--- config.mk ---
export PLATFORM = sky130hd
export DESIGN_NAME = addr4u_check_stage
export DESIGN_NICKNAME = d
export VERILOG_FILES = /design/src/rtl/addr4u_check_stage_pkg.sv /design/src/rtl/addr4u_golden.sv /design/src/rtl/addr4u_check_stage.sv
export SDC_FILE = /design/constraint.sdc
export NUM_CORES = 1
export LEC_CHECK = 0
export CORE_MARGIN = 2
export CORE_UTILIZATION = 46
export CTS_CLUSTER_DIAMETER = 80
export DETAILED_ROUTE_END_ITERATION = 6
export PLACE_DENSITY = 0.79
export REMOVE_ABC_BUFFERS = 1
export SYNTH_ARGS = -nofsm -noshare
export SYNTH_HDL_FRONTEND = slang
export SYNTH_HIERARCHICAL = 1
export SYNTH_SLANG_ARGS = --single-unit
--- constraint.sdc ---
create_clock -name clk -period 3.9 [get_ports clk]
set_clock_uncertainty 0.2 [all_clocks]
set_input_delay 0.39 -clock clk [delete_from_list [all_inputs] [get_ports clk]]
set_output_delay 0.39 -clock clk [all_outputs]
set_load 0.01 [all_outputs]
--- src/rtl/addr4u_check_stage_pkg.sv ---
// Shared types and widths for the 4-bit unsigned adder checker.
package addr4u_check_stage_pkg;

  localparam int OP_W  = 4;
  localparam int SUM_W = 5;

  typedef enum logic [1:0] {
    ST_IDLE = 2'd0,
    ST_RUN  = 2'd1,
    ST_HALT = 2'd2
  } state_e;

endpackage

--- src/rtl/addr4u_golden.sv ---
// Reference model of the adder under test: golden sum and equality compare.
module addr4u_golden
  import addr4u_check_stage_pkg::*;
(
  input  logic [OP_W-1:0]  a,
  input  logic [OP_W-1:0]  b,
  input  logic [SUM_W-1:0] sum_dut,
  output logic [SUM_W-1:0] golden,
  output logic             pass
);

  // Operands are zero-extended so the carry lands in bit 4; 15+15 fits in 5 bits.
  assign golden = {1'b0, a} + {1'b0, b};
  assign pass   = (sum_dut == golden);

endmodule

--- src/rtl/addr4u_check_stage.sv ---
// Check stage for a 4-bit unsigned adder: one-beat skid-free pipeline register,
// saturating beat/error counters and first-failure capture.
module addr4u_check_stage
  import addr4u_check_stage_pkg::*;
#(
  parameter int CNT_W        = 8,
  parameter int HALT_ON_FAIL = 0
) (
  input  logic             clk,
  input  logic             rst_n,
  input  logic             en,
  input  logic             clr,
  input  logic             in_valid,
  output logic             in_ready,
  input  logic [OP_W-1:0]  a,
  input  logic [OP_W-1:0]  b,
  input  logic [SUM_W-1:0] sum_dut,
  output logic             out_valid,
  input  logic             out_ready,
  output logic [SUM_W-1:0] out_sum,
  output logic             out_pass,
  output logic [CNT_W-1:0] err_cnt,
  output logic [CNT_W-1:0] beat_cnt,
  output logic             fail_sticky,
  output logic [OP_W-1:0]  ff_a,
  output logic [OP_W-1:0]  ff_b,
  output logic [SUM_W-1:0] ff_sum
);

  localparam logic [CNT_W-1:0] CNT_MAX = '1;

  state_e           state;
  logic [SUM_W-1:0] golden;
  logic             pass;
  logic             accept;

  addr4u_golden u_golden (
    .a       (a),
    .b       (b),
    .sum_dut (sum_dut),
    .golden  (golden),
    .pass    (pass)
  );

  // Ready never looks at in_valid or the operands, so no input-to-output comb path.
  assign in_ready = en && !clr && (state == ST_RUN) && (!out_valid || out_ready);
  assign accept   = in_valid && in_ready;

  // NOTE: all state below uses non-blocking assignment so every register samples
  // the pre-edge values, independent of statement order inside the block.
  always_ff @(posedge clk) begin
    if (!rst_n) begin
      state       <= ST_IDLE;
      out_valid   <= 1'b0;
      out_sum     <= '0;
      out_pass    <= 1'b0;
      err_cnt     <= '0;
      beat_cnt    <= '0;
      fail_sticky <= 1'b0;
      ff_a        <= '0;
      ff_b        <= '0;
      ff_sum      <= '0;
    end else begin
      // Output register drains independently of clr/en so a pending beat is never lost.
      if (accept) begin
        out_valid <= 1'b1;
        out_sum   <= sum_dut;
        out_pass  <= pass;
      end else if (out_ready) begin
        out_valid <= 1'b0;
      end

      if (clr) begin
        err_cnt     <= '0;
        beat_cnt    <= '0;
        fail_sticky <= 1'b0;
        ff_a        <= '0;
        ff_b        <= '0;
        ff_sum      <= '0;
        state       <= en ? ST_RUN : ST_IDLE;
      end else begin
        if (accept) begin
          if (beat_cnt != CNT_MAX) beat_cnt <= beat_cnt + CNT_W'(1);
          if (!pass) begin
            if (err_cnt != CNT_MAX) err_cnt <= err_cnt + CNT_W'(1);
            if (!fail_sticky) begin
              fail_sticky <= 1'b1;
              ff_a        <= a;
              ff_b        <= b;
              ff_sum      <= sum_dut;
            end
          end
        end

        case (state)
          ST_IDLE: if (en) state <= ST_RUN;
          ST_RUN: begin
            if (!en)                                        state <= ST_IDLE;
            else if (accept && !pass && HALT_ON_FAIL != 0)  state <= ST_HALT;
          end
          ST_HALT: state <= ST_HALT;
          default: state <= ST_IDLE;
        endcase
      end
    end
  end

endmodule

==> flow_summary.yaml, run 1 <==
clock_network:
  postCtsSetupRepairBufs: 0
  cts_resized: 0
  clk_pin_slew_worst_paths_ns: 0.08
  worstSkewPairLatency_ns: 0.29
  tritoncts: "done"
  htreeDepth: 2
  numCtsBuffers: 5
  hold_buffers: 0
  cts-root-buf: "clkbuf_8"
  clock_sinks: 39
  clk_path_buf_depth: 2
placed_design:
  globalplace.congestion: 0.800
  port_buffers: 56
  hpwl_um: 3130
route:
  routedWlPerCell_um: 13.8
  viasPerCell: 5.56
  ant_nets: 0
  drc_errors: 0
  firstDrtPassIters: 4
  routed_wirelength_um: 4430
  drt_iter0_drc: 139
  vias: 1780
power_and_ir_drop:
  powerDensity_nw_per_um2: 307
  p_sw_frac: 0.231
  p_sw_w: 0.000181
  power_frac_comb: 0.099
  clockPowerShare: 0.388
  p_int_w: 0.000602
  seqPwrFrac: 0.513
  vdd_drop_max_v: 0.000206
  p_total_w: 0.000783
  p_leak_nw: 0.825
setup_path:
  worst-path-buf-inv: 1
  critPathMaxFanout: 14
  critPathCapture: "err_cnt[3]"
  crit_family: "simple AND/OR/NAND/NOR gates"
  slowest_stage: "or4_1"
  worstSetupStartpoint: "a[0]"
  endpoint_kind: "flop"
  worstPathRequired_ns: 3.90
  critPathLaunchType: "input port"
  rrSetupSlack_ns: 1.72
  critical_path_class: "input port to flop"
  reg2reg_depth: 4
  critical_path_depth: 11
  max_stage_delay_ns: 0.56
  regToRegEndpoint: "beat_cnt[5]"
  cp_cell_sequence: "clkdlybuf4s50_1 -> ha_1 -> fa_1 -> xor2_1 -> xnor2_1 -> nand3_1 -> nor3_2 -> nand2b_1 -> or3_1 -> or4_1 -> a21oi_1"
  crit_arrival_ns: 3.28
  r2r-start: "state[0]"
final_layout:
  utilization: 0.648
  nets: 295
  syn2layout_area_growth_pct: 38.1
  drive_gt1_frac: 0.0593
  fillCellCount: 346
  final_common_cell: "clkdlybuf4s50_1"
  n_antenna_cell: 0
  layout_common_cells: "clkdlybuf4s50_1 (56), dfxtp_1 (39), nand2_1 (32)"
timing:
  fmax_ghz: 0.305
  fin_crit_sh: 0.841
  setup_tns_ns: 0
  rsz0062_at_grt: "false"
  hold_viol: 0
  worstMarginPinSlew_ns: 1.04
  post-route-min-period_ns: 3.28
  maxSlewHeadroom: 0.307
  setup-violations-final: 0
  maxSlewViolCount: 0
worst_hold_path:
  hp-class: "flop to flop"
logic_synthesis:
  syn_area_um2: 1850
  ys.warnings.count: 6
  synth.avg_cell_area_um2: 8.60
  netlist_instances: 215
floorplanning:
  rows: 23
  core-area_um2: 3940
  start_util: 0.469
  die-area_um2: 4540
  fp.dieH_um: 67.4
  die_x_um: 67.4
  io-pin-count: 57
global_routing:
  overflow: 0
  grt_max_degree: 31
  grt_pass1_wl_um: 7230
  antenna_found_initial: 0
  grt_use_total: 0.208
  grt_pass1_vias: 1585
outcome:
  outcome: "completed"
job:
  drv_cap: 0
-- power by group through the flow --
stage / Clock (W) / Sequential [W] / Combinational (W)
2_1_floorplan: 0 / 0.000412 / 0.0000385
3_3_place_gp: 0 / 0.000411 / 0.0000757
3_5_place_dp: 0 / 0.000412 / 0.0000768
4_1_cts: 0.000310 / 0.000402 / 0.0000773
5_1_grt: 0.000324 / 0.000402 / 0.0000843
6_report: 0.000304 / 0.000402 / 0.0000771
-- sequential cells by signal, summed over array words and instances, names as in the netlist --
name         flops
beat_cnt         8
err_cnt          8
fail_sticky      1
ff_a             4
ff_b             4
ff_sum           5
out_pass         1
out_sum          5
out_valid        1
state            2
-- worst min path at each step --
| stage | startpoint | cells after the start | to |
|---|---|---|---|
| after detailed placement | out_sum[1] | 2 | out_sum[1] |
| after floorplan | state[1] | 1 | state[0] |
| after global routing | out_sum[1] | 2 | out_sum[1] |
| final | out_sum[1] | 2 | out_sum[1] |
| after CTS | out_sum[1] | 2 | out_sum[1] |
| after global placement | out_sum[2] | 2 | out_sum[2] |
-- worst reg2reg max path: cells and delay by family, from the launching register on --
family             cells  cell delay, ns
DFF                    1            0.40
AOI/OAI and AO/OA      1            0.15
and+or+nand+nor        3            1.35
-- routing by layer --
layer  track usage  wire (um)  up-vias
li1              -          -      894
met1         0.269       2060      835
met4        0.0714         39        0
met2         0.335       2150       49
met5             0          0        -
met3        0.0533        182        2
-- through the flow --
stage / hold WS (ns) / area [um^2] / std cells / setup WS (ns)
2_1_floorplan: 0.232 / 1810 / 204 / 0.885
3_3_place_gp: 0.257 / 2450 / 312 / 0.398
3_5_place_dp: 0.260 / 2450 / 312 / 0.319
4_1_cts: 0.270 / 2550 / 320 / 0.621
5_1_grt: 0.298 / 2550 / 320 / 0.482
6_report: 0.266 / 2550 / 320 / 0.619
-- final cells by class --
| class | instances | area [um^2] | share of cell area |
|---|---|---|---|
| inverter | 3 | 11.3 | 0.00441 |
| clock buffer | 7 | 96.3 | 0.0377 |
| clock inverter | 1 | 7.51 | 0.00294 |
| timing repair buffer | 58 | 576 | 0.225 |
| multi-input combinational | 162 | 1020 | 0.399 |
| tap | 50 | 62.6 | 0.0245 |
| sequential | 39 | 781 | 0.306 |
(Power assumes the default switching activity.)
==> inputs of run 2 (changes only) <==
--- a/config.mk
+++ b/config.mk
@@ -6,10 +6,10 @@
 export NUM_CORES = 1
 export LEC_CHECK = 0
 export CORE_MARGIN = 2
-export CORE_UTILIZATION = 46
+export CORE_UTILIZATION = 42
 export CTS_CLUSTER_DIAMETER = 80
 export DETAILED_ROUTE_END_ITERATION = 6
-export PLACE_DENSITY = 0.79
+export PLACE_DENSITY = 0.76
 export REMOVE_ABC_BUFFERS = 1
 export SYNTH_ARGS = -nofsm -noshare
 export SYNTH_HDL_FRONTEND = slang
==> constraint.sdc (replaced) <==
create_clock -name clk -period 2.8 [get_ports clk]
set_clock_uncertainty 0.2 [all_clocks]
set_input_delay 0.28 -clock clk [delete_from_list [all_inputs] [get_ports clk]]
set_output_delay 0.28 -clock clk [all_outputs]
set_load 0.01 [all_outputs]
==> flow_summary.yaml, run 2 (synthesized netlist as in run 1, its figures left out) <==
outcome:
  outcome: "completed"
route:
  routed_wirelength_um: 4850
  viasPerCell: 5.63
  firstDrtPassIters: 4
  vias: 1870
  routedWlPerCell_um: 14.6
  drt_iter0_drc: 104
  drc_errors: 0
  ant_nets: 0
global_routing:
  grt_pass1_wl_um: 7920
  overflow: 0
  grt_max_degree: 21
  grt_use_total: 0.200
  grt_pass1_vias: 1732
  antenna_found_initial: 0
final_layout:
  fin_cells: 332
  largestRegisters: "beat_cnt (8), err_cnt (8)"
  nets: 305
  fillCellCount: 367
  layout_common_cells: "clkdlybuf4s50_1 (52), dfxtp_1 (39), nand2_1 (32)"
  drive_gt1_frac: 0.125
  final_common_cell: "clkdlybuf4s50_1"
  n_antenna_cell: 0
  syn2layout_area_growth_pct: 46.9
clock_network:
  clk_pin_slew_worst_paths_ns: 0.07
  tritoncts: "done"
  cts-root-buf: "clkbuf_8"
  numCtsBuffers: 5
  htreeDepth: 2
  clock_sinks: 39
  worstSkewPairLatency_ns: 0.29
  clk_path_buf_depth: 2
timing:
  worst_slack_ns: 0.112
  post-route-min-period_ns: 2.69
  fmax_ghz: 0.372
  maxSlewHeadroom: 0.510
  rsz0062_at_grt: "true"
  hold_viol: 0
  hold_slack_ns: 0.189
  setup_tns_ns: 0
  fin_crit_sh: 0.960
  worstMarginPinSlew_ns: 0.733
  setup-violations-final: 0
  maxSlewViolCount: 0
floorplanning:
  start_util: 0.431
  rows: 24
  fp.dieH_um: 70.4
  die_x_um: 70.4
  io-pin-count: 57
  die-area_um2: 4950
  core-area_um2: 4290
setup_path:
  endpoint_kind: "flop"
  regToRegEndpoint: "beat_cnt[5]"
  rrSetupSlack_ns: 0.81
  crit_arrival_ns: 2.70
  worstPathRequired_ns: 2.81
  critPathMaxFanout: 6
  worstSetupStartpoint: "a[0]"
  r2r-start: "state[0]"
  critPathCapture: "err_cnt[7]"
  reg2reg_depth: 4
  critPathLaunchType: "input port"
  critical_path_class: "input port to flop"
placed_design:
  dp.cells: 322
  globalplace.congestion: 0.837
  post-place-ws_ns: -0.651
  port_buffers: 56
  hpwl_um: 3480
power_and_ir_drop:
  p_leak_nw: 0.895
  powerDensity_nw_per_um2: 407
  vdd_drop_max_v: 0.000356
worst_hold_path:
  hp-class: "input port to flop"
job:
  drv_cap: 0
[run 2: cell count changes in the layout (fill, tap and decap cells not counted), sizes merged]
cell	delta
buf	+9
clkdlybuf4s50	-4
dlygate4sd2	+3
clkbuf	+1
clkinvlp	-1
dlymetal6s2s	+1
or3	+1
[run 2: how the worst min path moves through the flow]
stage,depth (start not counted),end,start
5_1_grt,3,ff_a[0],a[0]
4_1_cts,3,ff_a[0],a[0]
3_3_place_gp,1,state[0],state[1]
2_1_floorplan,2,state[0],en
6_report,3,ff_a[0],a[0]
3_5_place_dp,2,out_sum[1],out_sum[1]
[run 2: critical path: stages]
cell and delay [ns]:
dlygate4sd2_1 0.25, ha_2 0.20, fa_2 0.37, xor2_2 0.16
xnor2_1 0.12, nand3_1 0.11, nor3_2 0.06, nand2b_4 0.15
or3_4 0.38, or4_1 0.49, a21oi_1 0.14
[run 2: power breakdown]
part | internal [W] | total [W] | switching (W)
combinational | 0.0000682 | 0.000125 | 0.0000572
sequential | 0.000557 | 0.000560 | 0.00000305
clock | 0.000225 | 0.000420 | 0.000195
total | 0.000850 | 0.00111 | 0.000255
[run 2: area by class of cell]
class / count / area [um^2] / share of cell area
Multi-Input combinational cell: 163 / 1100 / 0.404
Inverter: 3 / 11.3 / 0.00415
Clock buffer: 8 / 100 / 0.0368
Timing Repair Buffer: 67 / 662 / 0.244
Sequential cell: 39 / 781 / 0.287
Tap cell: 52 / 65.1 / 0.0240
[run 2: per-stage QoR]
| stage | instance area, um^2 | util | total power [W] |
|---|---|---|---|
| 6_report | 2720 | 0.633 | 0.00111 |
| 5_1_grt | 2720 | 0.633 | 0.00115 |
| 4_1_cts | 2670 | 0.622 | 0.00111 |
| 3_5_place_dp | 2510 | 0.585 | 0.000687 |
| 3_3_place_gp | 2510 | 0.585 | 0.000686 |
| 2_1_floorplan | 1810 | - | 0.000628 |
[run 2: layer usage]
metal / up-vias / wire (um) / track usage / part of all wire
met5: - / 0 / 0 / 0
met4: 0 / 193 / 0.113 / 0.040
met3: 15 / 216 / 0.0361 / 0.045
met2: 55 / 2310 / 0.321 / 0.48
met1: 888 / 2140 / 0.251 / 0.44
li1: 912 / - / - / -
[run 2: what timing repair did]
item | in CTS | in global routing
hold buffers | 0 | 0
buffers inserted | 0 | 1
cloned | 1 | 0
setup endpoints to repair | 20 | 18
pin swaps | 8 | 6
resized for setup | 27 | 4
==> inputs of run 3 (changes only) <==
--- a/config.mk
+++ b/config.mk
@@ -9,6 +9,7 @@
 export CORE_UTILIZATION = 42
 export CTS_CLUSTER_DIAMETER = 80
 export DETAILED_ROUTE_END_ITERATION = 6
+export GPL_ROUTABILITY_DRIVEN = 0
 export PLACE_DENSITY = 0.76
 export REMOVE_ABC_BUFFERS = 1
 export SYNTH_ARGS = -nofsm -noshare
==> results of run 3 <==
Same layout as run 2: the final DEF is identical, and so are final timing and power.
==> patch 1 (config.mk and constraints of run 3) <==
Change the parameter `CNT_W` from 8 to 7.
--- a/src/rtl/addr4u_check_stage.sv
+++ b/src/rtl/addr4u_check_stage.sv
@@ -3,7 +3,7 @@
 module addr4u_check_stage
   import addr4u_check_stage_pkg::*;
 #(
-  parameter int CNT_W        = 8,
+  parameter int CNT_W        = 7,
   parameter int HALT_ON_FAIL = 0
 ) (
   input  logic             clk,
Interface: changed (resized beat_cnt and err_cnt); port bits go from 57 to 55. No check against the original RTL was run, so the function may have changed too.
==> patch 1 against run 3 <==
First-iteration DRC count grew 57%; register-to-register slack gained 0.02 ns; cell area shrank 8.1%; combinational power shrank 6%; fmax increased by 2.5%; sequential cell count is 2 lower; synthesized cell count shrank 15%; area after synthesis decreased by 6.6%; non-clock buffer count decreased by 6; routed wire length fell by 18%; power decreased by 4.2%; final cell count shrank 11%; via count decreased by 15%; worst setup slack improved by 0.065 ns; critical path type unchanged.
==> patch 1: results (changes against run 3) <==
Routing
  – Pre-Repair DR Iteration Count: 4 (unchanged)
  – 1st-iter DRT viols: 163 (was 104)
  – Via count: 1596 (was 1870)
  – Detailed Route WL: 3990 um (was 4850 um)
  – Wire per inst: 13.5 um (was 14.6 um)

Place
  – Placed inst area: 0.00237 mm^2 (was 0.00251 mm^2)
  – Inst Count DP: 288 (was 322)
  – IO buf count: 54 (was 56)
  – Post-Place Setup Slack: -0.413 ns (was -0.651 ns)
  – Post-detail-place hpwl: 2910 um (was 3480 um)

Power
  – VDD IR max: 306 uV (was 356 uV)
  – Leak: 0.900 nW (was 0.895 nW)

Finish
  – ANT cells: 0 (unchanged)
  – Biggest regs: beat_cnt: 7 flops, err_cnt: 7 flops (was beat_cnt: 8 flops, err_cnt: 8 flops)
  – Layout fillers: 338 (was 367)
  – Nets@finish: 271 (was 305)
  – Proportion of layout cells with a drive suffix above 1: 10.2% (was 12.5%)

GRT
  – Vias in the first global route: 1405 (was 1732)
  – Largest net degree at the start of global routing: 16 (was 21)
  – Initial antenna violation count: 0 (unchanged)
  – First-pass GRT wire length: 6440 um (was 7920 um)
  – Total GRT Usage: 19.2% (was 20.0%)

Clock tree
  – Longest Clk Path Bufs: 2 (unchanged)
  – CTS root buf: clkbuf_8 (unchanged)
  – Clock-pin slew of the registers on the worst-case setup and hold paths: 0.07 ns (about the same)
  – Worst skew pair latency: 0.29 ns (about the same)
  – Max H-tree Level: 2 (unchanged)
  – CTS Buf Count: 5 (unchanged)

STA
  – Worst-Margin Slew: 0.523 ns (was 0.733 ns)

Worst setup path
  – Slowest-stage cell, CP: or4_1 (unchanged)
  – Worst path max stage delay: roughly 0.5 ns
  – Largest fanout on the critical path: 4 (was 6)
  – Worst Path Arrival: 2.64 ns (was 2.70 ns)

Run status
  – Outcome: finished clean (unchanged)

Yosys
  – Synth Warn #: 6 (unchanged)
  – Mean Syn Cell Area: 9.44 um^2 (was 8.60 um^2)

Hold path
  – Hold WC Path Type: input port to register (unchanged)
## patch 1: report_power, final
| group | internal (mW) | switching (mW) | leakage, nW |
|---|---|---|---|
| clock | 0.222 | 0.188 | 0.0542 |
| combinational | 0.0645 | 0.0521 | 0.547 |
| sequential | 0.529 | 0.00267 | 0.298 |
## patch 1: area by class of cell
class | instances | area (um^2) | area share [%]
inverter | 2 | 7.51 | 0.301
multi-input combinational | 138 | 985 | 39.4
timing repair buffer | 61 | 599 | 24.0
clock inverter | 1 | 5.00 | 0.201
clock buffer | 7 | 96.3 | 3.86
sequential | 37 | 741 | 29.7
tap | 50 | 62.6 | 2.51
## patch 1: layer usage
layer,up-vias,track usage (%),share of wire [%]
li1,786,-,-
met1,745,22.5,44
met2,57,30.6,47
met3,8,7.07,7.5
met4,0,9.50,1.6
met5,-,0,0
## patch 1: path summary, 6_finish.rpt
path,start,to,slack [ns],cells past startpoint
worst min-delay path,b[1],ff_b[1],0.14,3
worst max register to register,beat_cnt[0],beat_cnt[3],0.83,5
worst max-delay path,b[0],err_cnt[4],0.18,11
worst min register to register,state[1],state[0],0.27,1
## patch 1: critical path, delay by kind of cell
kind	cells	cell delay (ns)
AO/OA/AOI/OAI	1	0.13
adder cells (fa/ha/maj)	2	0.54
XOR/XNOR	2	0.28
buffers and inverters	1	0.28
AND/OR/NAND/NOR	5	1.12
## patch 1: timing repair
| action | 4_1_cts | 5_1_grt |
|---|---|---|
| hold buffers | 0 | 0 |
| endpoints found under the hold margin | 0 | 0 |
| endpoints found under the setup margin | 2 | 8 |
| buffers inserted | 0 | 0 |
| resized for setup | 4 | 4 |
| pin swaps | 3 | 0 |
==> patch 2 (config.mk and constraints of run 3) <==
Without the edit above. Re-encode `state_e` (3 states) as one-hot, 3 bits wide.
--- a/src/rtl/addr4u_check_stage_pkg.sv
+++ b/src/rtl/addr4u_check_stage_pkg.sv
@@ -4,10 +4,10 @@
   localparam int OP_W  = 4;
   localparam int SUM_W = 5;
 
-  typedef enum logic [1:0] {
-    ST_IDLE = 2'd0,
-    ST_RUN  = 2'd1,
-    ST_HALT = 2'd2
+  typedef enum logic [2:0] {
+    ST_IDLE = 3'b001,
+    ST_RUN  = 3'b010,
+    ST_HALT = 3'b100
   } state_e;
 
 endpackage
Function: no difference found for any inputs over 10 cycles, from zero or initial values and one cycle with rst_n low; not proved beyond that.
==> patch 2 against run 3 <==
Via count shrank 5.6%; worst setup slack lost 0.050 ns; routed wire length shrank 5.4%; power grew 4.0%; cell area grew 0.74%; sequential cell count grew 1; critical path type unchanged; fmax shrank 1.8%; largest cell class unchanged; area after synthesis grew 7.0%.
==> patch 2: results (changes against run 3) <==
Worst setup path
  – Worst path max stage delay: 0.56 ns (was 0.49 ns)
  – R2r endpoint: beat_cnt[7] (was beat_cnt[5])
  – Worst r2r path cells: 4 (unchanged)
  – Beginning of the critical path: b[0] (was a[0])
  – Slowest-stage cell, CP: or4_4 (was or4_1)
  – Reg2reg setup slack: 0.76 ns (was 0.81 ns)
  – FF-to-FF Start: state[1] (was state[0])
  – Setup crit end: err_cnt[3] (was err_cnt[7])
  – Worst Path Arrival: 2.76 ns (was 2.70 ns)

Routing
  – DRT met1 WL: 2170 um (was 2140 um)
  – Wire per inst: 14.2 um (was 14.6 um)
  – Metal2 WL: 2190 um (was 2310 um)
  – 1st-iter DRT viols: 134 (was 104)
  – Met3 wire length: 164 um (was 216 um)
  – Vias per cell: 5.46 (was 5.63)

Place
  – Post-detail-place hpwl: 3210 um (was 3480 um)
  – Placed inst area: 0.00259 mm^2 (was 0.00251 mm^2)

GRT
  – Met3 Resource Use GR: 3.87% (was 3.61%)
  – Grt met2 use: 27.9% (was 32.1%)
  – Vias in the first global route: 1633 (was 1732)
  – Met1 Resource Use GR: 24.5% (was 25.1%)
  – Total GRT Usage: 17.8% (was 20.0%)
  – First-pass GRT wire length: 7530 um (was 7920 um)
  – Largest net degree at the start of global routing: 19 (was 21)

Finish
  – Proportion of layout cells with a drive suffix above 1: 10.3% (was 12.5%)
  – Nets@finish: 296 (was 305)
  – Layout fillers: 391 (was 367)

Clock tree
  – Cts repair resizes: 2 (was 27)
  – CTS Buf Count: 5 (unchanged)
  – Max H-tree Level: 2 (unchanged)
  – Post-CTS setup buffers: 0 (unchanged)

Hold path
  – Hold Path Origin: out_sum[2] (was a[0])
  – Hold WC Path Type: register to register (was input port to register)
  – Hold Path End: out_sum[2] (was ff_a[0])

Run status
  – Outcome: finished clean (unchanged)

STA
  – Worst-Margin Slew: 0.638 ns (was 0.733 ns)

Yosys
  – Synth Warn #: 6 (unchanged)

Power
  – Leak: 1.04 nW (was 0.895 nW)
## patch 2: cell type report
type                    count  area share, %
clock buffers               6           2.65
clock inverters             2           1.28
well taps                  52           2.38
flip-flops and latches     40           29.3
inverters                   2          0.274
multi-input cells         158           41.3
repair buffers             63           22.9
## patch 2: power groups by stage
| stage | Sequential, mW | Combinational (mW) | Clock, mW |
|---|---|---|---|
| after floorplan | 0.587 | 0.0580 | 0 |
| after global placement | 0.587 | 0.108 | 0 |
| after detailed placement | 0.587 | 0.109 | 0 |
| after CTS | 0.574 | 0.111 | 0.471 |
| after global routing | 0.575 | 0.125 | 0.492 |
| final | 0.574 | 0.117 | 0.459 |
## patch 2: metrics by stage
step	setup WS [ns]	TNS, ns	cells	util [%]	hold slack, ns
floorplan	0.0591	0	200	-	0.213
global placement	-0.253	-3.01	314	58.2	0.253
detailed placement	-0.337	-4.76	314	58.2	0.261
CTS	0.0554	0	322	60.8	0.272
global route	-0.0109	-0.0131	323	61.6	0.293
finish	0.0612	0	323	61.6	0.268
